### src/rtl/pipe_skid_buffer.sv
// pipe_skid_buffer
//   Two-entry registered pipeline stage with a valid/ready handshake on both
//   sides. It replaces a bare enabled data register between pipeline stages.
//   It absorbs one extra word while downstream stalls, so a stall never drops
//   or duplicates a word. in_ready comes straight from a flop, so no
//   combinational path runs from out_ready back to in_ready.
//
//   State table
//     state | meaning
//     EMPTY | main and skid entries both empty
//     ONE   | main entry valid, skid entry empty
//     TWO   | main and skid entries valid, upstream stalled
//
// Ports
//   clk        in   1      clock; all state updates on posedge
//   rst_n      in   1      asynchronous active-low reset
//   flush      in   1      synchronous flush; drops all held entries
//   in_valid   in   1      upstream presents in_data
//   in_ready   out  1      stage can accept (registered)
//   in_data    in   WIDTH  upstream payload
//   out_valid  out  1      out_data holds a valid entry
//   out_ready  in   1      downstream accepts
//   out_data   out  WIDTH  payload presented downstream
module pipe_skid_buffer #(
    parameter int WIDTH = 32
) (
    input  logic             clk,
    input  logic             rst_n,
    input  logic             flush,
    input  logic             in_valid,
    output logic             in_ready,
    input  logic [WIDTH-1:0] in_data,
    output logic             out_valid,
    input  logic             out_ready,
    output logic [WIDTH-1:0] out_data
);

    typedef enum logic [1:0] {
        EMPTY = 2'd0,
        ONE   = 2'd1,
        TWO   = 2'd2
    } state_t;

    state_t           r_state;
    state_t           w_state_nxt;
    logic             r_out_valid;
    logic             r_in_ready;
    logic [WIDTH-1:0] r_main;
    logic [WIDTH-1:0] r_skid;

    logic             w_acc;
    logic             w_pop;
    logic             w_load_main_in;
    logic             w_load_main_skid;
    logic             w_load_skid;

    assign w_acc = in_valid & r_in_ready;
    assign w_pop = r_out_valid & out_ready;

    always_comb begin
        w_state_nxt      = r_state;
        w_load_main_in   = 1'b0;
        w_load_main_skid = 1'b0;
        w_load_skid      = 1'b0;
        if (flush) begin
            // Flush wins over both handshakes. The data registers keep stale
            // contents; only the valids clear.
            w_state_nxt = EMPTY;
        end else begin
            case (r_state)
                EMPTY: begin
                    if (w_acc) begin
                        w_state_nxt    = ONE;
                        w_load_main_in = 1'b1;
                    end
                end
                ONE: begin
                    if (w_acc && w_pop) begin
                        w_load_main_in = 1'b1;
                    end else if (w_acc) begin
                        w_state_nxt = TWO;
                        w_load_skid = 1'b1;
                    end else if (w_pop) begin
                        w_state_nxt = EMPTY;
                    end
                end
                TWO: begin
                    // in_ready is low here, so only a pop can move the state.
                    if (w_pop) begin
                        w_state_nxt      = ONE;
                        w_load_main_skid = 1'b1;
                    end
                end
                default: begin
                    w_state_nxt = EMPTY;
                end
            endcase
        end
    end

    always_ff @(posedge clk or negedge rst_n) begin
        if (!rst_n) begin
            r_state     <= EMPTY;
            r_out_valid <= 1'b0;
            r_in_ready  <= 1'b1;
        end else begin
            r_state     <= w_state_nxt;
            // The handshake flags are registered copies of the next state.
            // This keeps in_ready and out_valid free of combinational paths.
            r_out_valid <= (w_state_nxt != EMPTY);
            r_in_ready  <= (w_state_nxt != TWO);
        end
    end

    always_ff @(posedge clk or negedge rst_n) begin
        if (!rst_n) begin
            r_main <= '0;
            r_skid <= '0;
        end else begin
            if (w_load_main_in) begin
                r_main <= in_data;
            end else if (w_load_main_skid) begin
                r_main <= r_skid;
            end
            if (w_load_skid) begin
                r_skid <= in_data;
            end
        end
    end

    assign in_ready  = r_in_ready;
    assign out_valid = r_out_valid;
    assign out_data  = r_main;

`ifndef SYNTHESIS
    a_valid_hold : assert property (@(posedge clk) disable iff (!rst_n)
        (r_out_valid && !out_ready && !flush) |=> r_out_valid)
        else $error("out_valid fell without pop, flush or reset");

    a_ready_two : assert property (@(posedge clk) disable iff (!rst_n)
        (r_state == TWO) |-> !r_in_ready)
        else $error("in_ready high while both entries are full");
`endif

endmodule

### config.mk
export PLATFORM = sky130hd
export DESIGN_NAME = pipe_skid_buffer
export DESIGN_NICKNAME = d
export VERILOG_FILES = /design/src/rtl/pipe_skid_buffer.sv
export SDC_FILE = /design/constraint.sdc
export NUM_CORES = 1
export LEC_CHECK = 0
export CAP_MARGIN = 40
export CORE_ASPECT_RATIO = 0.7
export CORE_UTILIZATION = 46
export CTS_CLUSTER_SIZE = 8
export DETAILED_ROUTE_END_ITERATION = 10
export GPL_TIMING_DRIVEN = 0
export PLACE_DENSITY = 0.77
export SYNTH_ARGS = -nofsm -noshare
export SYNTH_HDL_FRONTEND = slang
export SYNTH_SLANG_ARGS = --single-unit
### constraint.sdc
create_clock -name clk -period 1.7 [get_ports clk]
set_input_delay 0.425 -clock clk [delete_from_list [all_inputs] [get_ports clk]]
set_output_delay 0.425 -clock clk [all_outputs]
set_load 0.005 [all_outputs]
==> flow_metrics.py <==
metrics = {
    "power": {
        "power_density_nw_per_um2": 1330,
        "comb_power_share_pct": 32.5,
        "clkPwrFrac_pct": 22.7,
        "p_switching_mw": 1.67,
        "ir_drop_v": 0.000661,
        "switching_share_pct": 28.4,
        "finalPower_mw": 5.86,
        "internal_power_mw": 4.20,
        "p_leak_nw": 1.85,
        "p_seq_share_pct": 44.8,
    },
    "timing": {
        "setup_viol": 32,
        "grt_setup_unrepaired": "true",
        "hold_viol": 0,
        "finClkSkew_ns": 0.00515,
        "layout_min_cycle_time_ns": 1.85,
        "max_freq_mhz": 540,
        "finalWorstSetupSlack_ns": -0.150,
        "worst_slew_pin_slew_ns": 0.538,
        "slew_violations": 0,
        "fin_crit_sh_pct": 109,
        "maxSlewHeadroom_pct": 64.1,
    },
    "final_layout": {
        "drive_above_1_share_pct": 22.1,
        "layout_common_cells": "66 x dfrtp_1, 60 x clkdlybuf4s50_1",
        "fin_area_um2": 4400,
        "diodes": 0,
        "fillerInstances": 526,
        "synthToLayoutAreaGrowth_pct": 36.0,
        "mostFrequentLayoutCell": "dfrtp_1",
        "final_util_pct": 64.9,
        "final_nets": 399,
    },
    "clock_tree": {
        "cts_buffer_depth": 2,
        "insertion_delay_ns": 0.34,
        "cts.sinks": 68,
        "clk_pin_slew_ns": 0.07,
        "cts_made_buffers": 9,
        "cts-htree-levels": 3,
        "cts_tree": "done",
        "cts-root-buf": "clkbuf_8",
    },
    "status": {
        "status": "complete, but fails checks",
        "violations": "negative setup slack",
    },
    "detailed_routing": {
        "dr_total_vias": 2668,
        "firstDrtPassIters": 5,
        "initialDrtViolationCount": 234,
        "ant_nets": 0,
        "remaining_drc_errors": 0,
        "drt-total-wl_um": 8540,
        "viasPerCell": 5.80,
        "post_drt_wl_per_cell_um": 18.6,
    },
    "die": {
        "core_area_um2": 6790,
        "die_h_um": 72.2,
        "initial_utilization_pct": 47.7,
        "die_area_um2": 7380,
        "num_rows": 25,
        "die_x_um": 102,
        "ios": 71,
    },
    "worst_setup_path": {
        "critPathLaunch": "in_ready",
        "arrival_ns": 2.08,
        "critPathKind": "reg2reg",
        "r2r_start": "in_ready",
        "critPathMaxFanout": 10,
        "end_kind": "flip-flop",
        "crit_required_ns": 1.93,
        "crit_path_start_kind": "flip-flop",
    },
    "grt": {
        "grt_pass1_vias": 2701,
        "grt_usage_pct": 25.0,
        "grt_max_degree": 56,
        "gr-total-overflow": 0,
        "grt_pass1_wl_um": 13900,
        "antenna_found_initial": 0,
    },
    "logic_synthesis": {
        "ys_seq_elements": 68,
        "syn_nets": 310,
        "syn_area_per_cell_um2": 11.9,
        "yosys_warnings": 0,
        "synthCells": 273,
        "ys_seq_area_share_pct": 52.6,
        "ys_types": 26,
        "syn-cell-area_um2": 3240,
    },
    "min_path": {
        "hold_path_class": "in2async",
    },
    "place": {
        "dp_hpwl_um": 5450,
        "port-buffer-count": 70,
        "gp_congestion": 0.811,
        "place_area_um2": 4080,
    },
    "run": {
        "drv_cap": 0,
    },
}
-- power by group through the flow --
stage	sequential [mW]	combinational, mW	clock (mW)
6_report	2.63	1.91	1.33
5_1_grt	2.68	2.06	1.42
4_1_cts	2.61	1.89	1.35
3_5_place_dp	2.62	1.83	0
3_3_place_gp	2.60	1.77	0
2_1_floorplan	2.56	1.00	0
-- critical path, stage by stage (launching register included) --
cell and delay (ns):
dfstp_2 0.55, nand2_2 0.07, or4b_4 0.61, buf_12 0.20, mux2_4 0.30
-- per-stage QoR --
| step | std cells | setup slack (ns) | TNS, ns | hold slack, ns |
|---|---|---|---|---|
| 3_5_place_dp | 438 | -0.879 | -50.65 | 0.300 |
| 3_3_place_gp | 437 | -2.10 | -189.60 | 0.474 |
| 6_report | 460 | -0.150 | -4.31 | 0.478 |
| 5_1_grt | 460 | -0.200 | -6.01 | 0.508 |
| 4_1_cts | 458 | -0.139 | -4.05 | 0.483 |
| 2_1_floorplan | 273 | -0.114 | -3.42 | 0.129 |
-- Yosys cell counts --
cell type,count,area [um2]
dfrtp_1,67,1680
a31oi_1,32,200
nand3b_1,32,240
nor3_1,32,160
o21ai_0,32,160
mux2_4,30,450
clkbuf_1,21,78.8
buf_2,4,20.0
buf_12,3,60.1
nand2_1,3,11.3
mux2_1,2,22.5
a211oi_1,1,7.51
a21boi_4,1,18.8
and2_1,1,6.26
and4b_1,1,10.0
buf_6,1,11.3
dfstp_2,1,26.3
mux2i_1,1,10.0
nand2b_1,1,6.26
nand4b_1,1,8.76
nand4bb_1,1,11.3
nor3b_1,1,7.51
o32ai_1,1,8.76
or2_1,1,6.26
or4b_1,1,10.0
xor2_1,1,8.76
-- registers in the layout, summed over array words and instances, names as in the netlist --
signal,flops
r_skid,32
out_data,32
in_ready,1
out_valid,1
r_state,2
-- per-layer routing --
metal,GRT usage [%],up-vias,part of all wire (%)
met4,6.98,0,0.95
met3,6.74,13,7.7
li1,-,1194,-
met5,0,-,0
met1,37.2,1337,46
met2,36.2,124,45
-- layout make-up --
type / instances / area (um2) / share of cell area, %
clock inverter: 4 / 50.0 / 1.14
tap: 94 / 118 / 2.67
timing repair buffer: 81 / 811 / 18.4
multi-input combinational: 176 / 1400 / 31.9
clock buffer: 11 / 141 / 3.21
sequential: 68 / 1700 / 38.7
buffer: 26 / 176 / 4.01
-- what timing repair did --
item                       in CTS  in global routing
buffers inserted                6                  3
setup endpoints to repair      65                 68
hold buffers                    1                  0
gates resized for setup        20                 23
pin swaps                       1                  1
hold endpoints to repair       13                  0
-- kinds of logic (layout without fill, tap and decap cells) --
kind of cell / count (synthesis) / in the layout / synth area share (%)
AND/OR/NAND/NOR: 75 / 75 / 14.8
XOR/XNOR: 1 / 1 / 0.271
buffers and inverters: 29 / 122 / 5.26
AO/OA/AOI/OAI: 67 / 67 / 12.2
flip-flops: 68 / 68 / 52.6
multiplexers: 33 / 33 / 14.9
-- worst paths after layout --
| path | end | slack, ns | depth (start not counted) |
|---|---|---|---|
| min in group clk | in_ready | 0.51 | 3 |
| max in group asynchronous | in_ready | 0.67 | 3 |
| setup / recovery | r_skid[10] | -0.15 | 4 |
| hold reg to reg | r_skid[13] | 0.51 | 1 |
| setup reg to reg | r_skid[10] | -0.15 | 4 |
| hold / removal | r_state[1] | 0.48 | 2 |
(Power assumes the default switching activity.)
